**src/rtl/alu_issue_ctrl_if.sv**
```systemverilog
// Handshake, operand and writeback bundle between alu_issue_ctrl and its environment.
// The z_flag signal exists only when ALU_ISSUE_ZFLAG_EN is defined.
interface alu_issue_ctrl_if #(
    parameter int DATA_W = 8
);
    logic              instr_valid;
    logic              instr_ready;
    logic [7:0]        instr;
    logic              ld_valid;
    logic              ld_ready;
    logic [1:0]        ld_addr;
    logic [DATA_W-1:0] ld_data;
    logic [DATA_W-1:0] alu_a;
    logic [DATA_W-1:0] alu_b;
    logic [1:0]        alu_op;
    logic [DATA_W-1:0] alu_result;
    logic              alu_carry;
    logic              wb_done;
    logic [DATA_W-1:0] wb_data;
    logic              c_flag;
`ifdef ALU_ISSUE_ZFLAG_EN
    logic              z_flag;
`endif
    logic              busy;
    logic [1:0]        dbg_addr;
    logic [DATA_W-1:0] dbg_data;

    modport slave (
`ifdef ALU_ISSUE_ZFLAG_EN
        output z_flag,
`endif
        input  instr_valid, instr, ld_valid, ld_addr, ld_data,
        input  alu_result, alu_carry, dbg_addr,
        output instr_ready, ld_ready, alu_a, alu_b, alu_op,
        output wb_done, wb_data, c_flag, busy, dbg_data
    );

    modport master (
`ifdef ALU_ISSUE_ZFLAG_EN
        input  z_flag,
`endif
        output instr_valid, instr, ld_valid, ld_addr, ld_data,
        output alu_result, alu_carry, dbg_addr,
        input  instr_ready, ld_ready, alu_a, alu_b, alu_op,
        input  wb_done, wb_data, c_flag, busy, dbg_data
    );
endinterface

```
**src/rtl/alu_issue_ctrl.sv**
```systemverilog
// Issue/writeback stage for ALU_8bit: 4-entry register file, one instruction in flight.
// Latency: accept on edge N, ALU operands held N..N+2, wb_done in cycle N+2; 1 instr / 3 cycles.
// Backpressure: instr_ready only in IDLE with no preload pending; preloads ignored when busy.
// Optional zero flag: define ALU_ISSUE_ZFLAG_EN.
module alu_issue_ctrl #(
    parameter int DATA_W = 8,
    parameter int NREGS  = 4
) (
    input  logic              clk,
    input  logic              rst_n,
    alu_issue_ctrl_if.slave   bus
);
    typedef enum logic [1:0] {
        S_IDLE  = 2'd0,
        S_ISSUE = 2'd1,
        S_WB    = 2'd2
    } state_t;

    state_t            r_state;
    state_t            w_state_nxt;

    logic [DATA_W-1:0] r_regs [NREGS];
    logic [DATA_W-1:0] r_alu_a;
    logic [DATA_W-1:0] r_alu_b;
    logic [1:0]        r_alu_op;
    logic [1:0]        r_rd;
    logic              r_wb_done;
    logic [DATA_W-1:0] r_wb_data;
    logic              r_c_flag;

    logic              w_instr_ready;
    logic              w_ld_ready;
    logic              w_accept;
    logic              w_ld_we;
    logic              w_wb_commit;
    logic              w_busy;

    logic [1:0]        w_op;
    logic [1:0]        w_rd;
    logic [1:0]        w_rs1;
    logic [1:0]        w_rs2;

    assign w_op  = bus.instr[7:6];
    assign w_rd  = bus.instr[5:4];
    assign w_rs1 = bus.instr[3:2];
    assign w_rs2 = bus.instr[1:0];

    always_ff @(posedge clk or negedge rst_n) begin
        if (!rst_n) begin
            r_state <= S_IDLE;
        end else begin
            r_state <= w_state_nxt;
        end
    end

    // Preload wins over an instruction offered in the same IDLE cycle.
    always_comb begin
        w_state_nxt   = r_state;
        w_instr_ready = 1'b0;
        w_ld_ready    = 1'b0;
        w_accept      = 1'b0;
        w_ld_we       = 1'b0;
        w_wb_commit   = 1'b0;
        w_busy        = 1'b1;
        case (r_state)
            S_IDLE: begin
                w_busy        = 1'b0;
                w_ld_ready    = 1'b1;
                w_instr_ready = ~bus.ld_valid;
                w_ld_we       = bus.ld_valid;
                w_accept      = bus.instr_valid & ~bus.ld_valid;
                if (w_accept) begin
                    w_state_nxt = S_ISSUE;
                end
            end
            S_ISSUE: begin
                w_state_nxt = S_WB;
            end
            S_WB: begin
                w_wb_commit = 1'b1;
                w_state_nxt = S_IDLE;
            end
            default: begin
                w_state_nxt = S_IDLE;
            end
        endcase
    end

    always_ff @(posedge clk or negedge rst_n) begin
        if (!rst_n) begin
            for (int i = 0; i < NREGS; i++) begin
                r_regs[i] <= '0;
            end
        end else if (w_ld_we) begin
            r_regs[bus.ld_addr] <= bus.ld_data;
        end else if (w_wb_commit) begin
            r_regs[r_rd] <= bus.alu_result;
        end
    end

    // Operands are sampled at accept, so ALU inputs stay frozen through ISSUE and WB.
    always_ff @(posedge clk or negedge rst_n) begin
        if (!rst_n) begin
            r_alu_a   <= '0;
            r_alu_b   <= '0;
            r_alu_op  <= '0;
            r_rd      <= '0;
            r_wb_done <= 1'b0;
            r_wb_data <= '0;
            r_c_flag  <= 1'b0;
        end else begin
            r_wb_done <= w_wb_commit;
            if (w_accept) begin
                r_alu_a  <= r_regs[w_rs1];
                r_alu_b  <= r_regs[w_rs2];
                r_alu_op <= w_op;
                r_rd     <= w_rd;
            end
            if (w_wb_commit) begin
                r_wb_data <= bus.alu_result;
                if (!r_alu_op[1]) begin
                    r_c_flag <= bus.alu_carry;
                end
            end
        end
    end

`ifdef ALU_ISSUE_ZFLAG_EN
    logic r_z_flag;

    always_ff @(posedge clk or negedge rst_n) begin
        if (!rst_n) begin
            r_z_flag <= 1'b0;
        end else if (w_wb_commit) begin
            r_z_flag <= (bus.alu_result == '0);
        end
    end

    assign bus.z_flag = r_z_flag;
`endif

    assign bus.instr_ready = w_instr_ready;
    assign bus.ld_ready    = w_ld_ready;
    assign bus.alu_a       = r_alu_a;
    assign bus.alu_b       = r_alu_b;
    assign bus.alu_op      = r_alu_op;
    assign bus.wb_done     = r_wb_done;
    assign bus.wb_data     = r_wb_data;
    assign bus.c_flag      = r_c_flag;
    assign bus.busy        = w_busy;
    assign bus.dbg_data    = r_regs[bus.dbg_addr];
endmodule
```
**src/flat_wrapper.sv**
```systemverilog
// flat-port wrapper written by rule: the top's interface ports become plain ports
module alu_issue_ctrl_flat 
#(
    parameter int DATA_W = 8,
    parameter int NREGS  = 4
)
  (clk, rst_n, bus_instr_valid, bus_instr, bus_ld_valid, bus_ld_addr, bus_ld_data, bus_alu_result, bus_alu_carry, bus_dbg_addr, bus_instr_ready, bus_ld_ready, bus_alu_a, bus_alu_b, bus_alu_op, bus_wb_done, bus_wb_data, bus_c_flag, bus_busy, bus_dbg_data);
  alu_issue_ctrl_if #(.DATA_W(DATA_W)) bus_i ();
  input  logic clk;
  input  logic rst_n;
  input wire logic [$bits(bus_i.instr_valid)-1:0] bus_instr_valid;
  input wire logic [$bits(bus_i.instr)-1:0] bus_instr;
  input wire logic [$bits(bus_i.ld_valid)-1:0] bus_ld_valid;
  input wire logic [$bits(bus_i.ld_addr)-1:0] bus_ld_addr;
  input wire logic [$bits(bus_i.ld_data)-1:0] bus_ld_data;
  input wire logic [$bits(bus_i.alu_result)-1:0] bus_alu_result;
  input wire logic [$bits(bus_i.alu_carry)-1:0] bus_alu_carry;
  input wire logic [$bits(bus_i.dbg_addr)-1:0] bus_dbg_addr;
  output wire logic [$bits(bus_i.instr_ready)-1:0] bus_instr_ready;
  output wire logic [$bits(bus_i.ld_ready)-1:0] bus_ld_ready;
  output wire logic [$bits(bus_i.alu_a)-1:0] bus_alu_a;
  output wire logic [$bits(bus_i.alu_b)-1:0] bus_alu_b;
  output wire logic [$bits(bus_i.alu_op)-1:0] bus_alu_op;
  output wire logic [$bits(bus_i.wb_done)-1:0] bus_wb_done;
  output wire logic [$bits(bus_i.wb_data)-1:0] bus_wb_data;
  output wire logic [$bits(bus_i.c_flag)-1:0] bus_c_flag;
  output wire logic [$bits(bus_i.busy)-1:0] bus_busy;
  output wire logic [$bits(bus_i.dbg_data)-1:0] bus_dbg_data;
  assign bus_i.instr_valid = bus_instr_valid;
  assign bus_i.instr = bus_instr;
  assign bus_i.ld_valid = bus_ld_valid;
  assign bus_i.ld_addr = bus_ld_addr;
  assign bus_i.ld_data = bus_ld_data;
  assign bus_i.alu_result = bus_alu_result;
  assign bus_i.alu_carry = bus_alu_carry;
  assign bus_i.dbg_addr = bus_dbg_addr;
  assign bus_instr_ready = bus_i.instr_ready;
  assign bus_ld_ready = bus_i.ld_ready;
  assign bus_alu_a = bus_i.alu_a;
  assign bus_alu_b = bus_i.alu_b;
  assign bus_alu_op = bus_i.alu_op;
  assign bus_wb_done = bus_i.wb_done;
  assign bus_wb_data = bus_i.wb_data;
  assign bus_c_flag = bus_i.c_flag;
  assign bus_busy = bus_i.busy;
  assign bus_dbg_data = bus_i.dbg_data;
  alu_issue_ctrl #(.DATA_W(DATA_W), .NREGS(NREGS)) u_core (.clk(clk), .rst_n(rst_n), .bus(bus_i));
endmodule
```
**config.mk**
```make
export PLATFORM = sky130hd
export DESIGN_NAME = alu_issue_ctrl_flat
export DESIGN_NICKNAME = d
export VERILOG_FILES = /design/src/rtl/alu_issue_ctrl_if.sv /design/src/rtl/alu_issue_ctrl.sv /design/src/flat_wrapper.sv
export SDC_FILE = /design/constraint.sdc
export NUM_CORES = 1
export LEC_CHECK = 0
export ABC_CLOCK_PERIOD_IN_PS = 1590
export CORE_MARGIN = 10
export CORE_UTILIZATION = 47
export CTS_CLUSTER_DIAMETER = 80
export CTS_CLUSTER_SIZE = 24
export DETAILED_ROUTE_END_ITERATION = 10
export HOLD_SLACK_MARGIN = 0.12
export PLACE_DENSITY = 0.77
export SLEW_MARGIN = 30
export SYNTH_ARGS = -nofsm -noshare
export SYNTH_HDL_FRONTEND = slang
export SYNTH_SLANG_ARGS = --single-unit
```
**constraint.sdc**
```tcl
create_clock -name clk -period 1.59 [get_ports clk]
set_input_delay 0.318 -clock clk [delete_from_list [all_inputs] [get_ports clk]]
set_output_delay 0.318 -clock clk [all_outputs]
set_load 0.02 [all_outputs]
```
==> flow_metrics.py <==
metrics = {
    "finish": {
        "fin_area_mm2": 0.00601,
        "fill_cells": 343,
        "drive_above_1_share_pct": 55.0,
        "area_growth_pct": 72.2,
        "nets": 467,
        "diodes": 0,
    },
    "worst_setup_path": {
        "r2r-start": "u_core.r_state[0]",
        "path_max_fanout": 2,
        "crit_buf_inv": 1,
        "critPathLaunchType": "flop",
        "cp.arrival_ns": 1.52,
        "path_depth": 2,
        "end_kind": "output pin",
        "reg2reg_depth": 4,
        "r2r_end": "u_core.r_regs[29]",
        "crit_end": "bus_dbg_data[2]",
        "crit_type": "flop to output pin",
        "r2r_slack_ns": -0.23,
        "critical_path.startpoint": "u_core.r_regs[2]",
        "slowest_delay_ns": 0.57,
        "crit_path_top_delay_cell": "mux4_2",
        "crit_chain": "mux4_2 -> buf_6",
        "cp_top_family": "multiplexers",
        "critPathRequiredTime_ns": 1.27,
    },
    "timing": {
        "maxSlewViolCount": 0,
        "period_minus_slack_ns": 1.84,
        "hold_violations": 0,
        "clock_skew_ns": 0.0164,
        "setup_viol": 60,
        "timing.fmax_mhz": 543,
        "slew_headroom_pct": 69.5,
        "fin_ws_ns": -0.252,
        "fin_crit_sh_pct": 116,
        "rsz0062_at_grt": "true",
        "worstMarginPinSlew_ns": 0.456,
        "tns_ns": -5.16,
    },
    "drt": {
        "route.vias.total": 3602,
        "drt-vias-per-instance": 6.71,
        "drc": 0,
        "drt_pass1_iterations": 5,
        "ant_nets": 0,
        "drt_iter0_drc": 394,
        "wl_um": 16000,
        "wl_per_cell_um": 29.9,
    },
    "clocking": {
        "clockBufferDepth": 2,
        "cts_buffers": 9,
        "cts_root_buf": "clkbuf_8",
        "cts_tree": "built",
        "htreeDepth": 3,
        "clock-sinks": 64,
        "clk_pin_slew_ns": 0.07,
        "clk_latency_ns": 0.36,
    },
    "die": {
        "initial_utilization_pct": 48.2,
        "die-height_um": 106,
        "die_w_um": 106,
        "fp-row-count": 31,
        "die_area_mm2": 0.0113,
        "pin_count": 72,
        "coreArea_mm2": 0.00725,
    },
    "logic_synthesis": {
        "synth-seq-area-share_pct": 45.8,
        "synth_top_cell_by_area": "dfrtp_1",
        "synth.most_common_cell": "dfrtp_1",
        "syn_inst": 267,
        "ys_top_cells_by_count": "64 x dfrtp_1, 24 x mux4_2, 22 x a2bb2oi_1, 22 x nand3_1, 17 x mux2_2",
        "synth_edf_count": 0,
        "yosys_warnings": 0,
        "synth_seq_cells": 64,
        "async_reset_ff_share_pct": 100,
        "synth.distinct_cells": 31,
        "synth_area_per_cell_um2": 13.1,
        "synth_top_area_share_pct": 45.8,
        "syn_nets": 300,
        "yosys-top-cells-area": "dfrtp_1 46%, mux4_2 15%, a2bb2oi_1 5.5%",
        "dominantRegCellSynth": "dfrtp_1",
        "synth.cell_area_mm2": 0.00349,
    },
    "grt": {
        "grt_pass1_vias": 3703,
        "gr-usage-all-layers_pct": 24.1,
        "antenna_found_initial": 0,
        "grt_max_degree": 65,
        "grt_pass1_wl_um": 21100,
        "grt_overflow": 0,
    },
    "min_path": {
        "min_path_type": "flop to flop",
    },
    "run_status": {
        "violations": "setup timing",
        "status": "complete, but fails checks",
    },
    "pwr": {
        "peakVddDrop_v": 0.000792,
        "p_per_area_mw_per_mm2": 1420,
        "leakage_nw": 2.59,
        "p_int_mw": 5.44,
        "seq_power_share_pct": 30.9,
        "combPwrFrac_pct": 51.3,
        "p_sw_mw": 3.10,
        "total_power_mw": 8.54,
        "p_sw_share_pct": 36.3,
        "clkPwrFrac_pct": 17.7,
    },
    "flow_run": {
        "cap_violations": 0,
    },
    "place": {
        "placed_cell_area_mm2": 0.00501,
        "dp_hpwl_um": 8210,
        "gp_congestion": 0.935,
        "numPortBuffers": 71,
    },
}
## cells by family (layout without fill, tap and decap cells)
group / after synthesis / in the layout / share of synthesized area, %
muxes: 57 / 57 / 26.2
buffers and inverters: 29 / 199 / 3.44
AOI/OAI and AO/OA: 65 / 65 / 15.9
and+or+nand+nor: 52 / 53 / 8.60
DFF: 64 / 64 / 45.8
## cells in the final DEF, fill, tap and decap left out, drive strengths merged, types with 2 or more instances in the layout
| master | count |
|---|---|
| bufbuf | 2 |
| clkbuf | 16 |
| dlygate4sd2 | 32 |
| or3b | 2 |
| o21a | 8 |
| buf | 117 |
| o21ai | 2 |
| inv | 2 |
| nand2b | 4 |
| mux2 | 33 |
| nand3 | 22 |
| nand4bb | 2 |
| dfrtp | 64 |
| clkdlybuf4s50 | 26 |
| and3 | 5 |
| o41ai | 7 |
| nor3 | 2 |
| nor2b | 6 |
| o32a | 8 |
| and2 | 2 |
| nor2 | 4 |
| o31ai | 16 |
| mux4 | 24 |
| a2bb2oi | 22 |
## flip-flops by register name, indices dropped and copies added (netlist names)
signal,flops
u_core.r_regs,32
u_core.bus.wb_data,8
u_core.r_state,2
u_core.bus.alu_b,8
u_core.r_rd,2
u_core.bus.alu_op,2
u_core.bus.alu_a,8
u_core.bus.c_flag,1
u_core.bus.wb_done,1
## per-layer routing
layer / wire [um] / track usage (%)
met1: 5790 / 28.4
met2: 7490 / 38.8
met3: 1860 / 7.43
met4: 908 / 13.2
met5: 0 / 0
## timing repair
item | in CTS | in global routing
setup endpoints to repair | 71 | 63
gates cloned | 3 | 3
pin swaps | 6 | 5
hold buffers | 1 | 0
gates resized for setup | 147 | 40
hold endpoints to repair | 64 | 0
setup buffers | 9 | 10
## stage by stage
stage               worst slack (ns)  util, %  instances  hold slack (ns)
finish                        -0.252     82.9        537            0.496
global route                  -0.274     82.9        537            0.507
global placement              -0.784     69.1        496            0.355
detailed placement            -0.817     69.1        496            0.361
CTS                           -0.107     77.5        524            0.486
floorplan                     -0.139        -        267           0.0224
## layout make-up
type	instances	area [um^2]	share of cell area, %
clock inverters	2	37.5	0.624
multi-input cells	175	2270	37.8
flip-flops and latches	64	1600	26.6
well taps	99	124	2.06
clock buffers	13	169	2.81
repair buffers	182	1800	30.0
inverters	2	7.51	0.125
## power by group through the flow
| stage | Clock (mW) | Sequential (mW) | Combinational [mW] |
|---|---|---|---|
| 3_3_place_gp | 0 | 2.53 | 3.61 |
| 5_1_grt | 1.58 | 2.67 | 4.56 |
| 6_report | 1.51 | 2.64 | 4.38 |
| 4_1_cts | 1.48 | 2.54 | 3.85 |
| 3_5_place_dp | 0 | 2.58 | 3.73 |
| 2_1_floorplan | 0 | 2.96 | 1.38 |
## how the worst min path moves through the flow
stage / from / endpoint / slack (ns) / depth (start not counted)
4_1_cts: u_core.bus.alu_a[2] / u_core.bus.alu_a[2] / 0.49 / 1
2_1_floorplan: rst_n / u_core.bus.alu_a[0] / 0.02 / 0
3_5_place_dp: rst_n / u_core.bus.alu_op[0] / 0.36 / 2
6_report: u_core.bus.alu_b[4] / u_core.bus.alu_b[4] / 0.50 / 1
5_1_grt: u_core.bus.alu_b[4] / u_core.bus.alu_b[4] / 0.51 / 1
3_3_place_gp: rst_n / u_core.bus.alu_op[0] / 0.36 / 2
(Power assumes the default switching activity.)
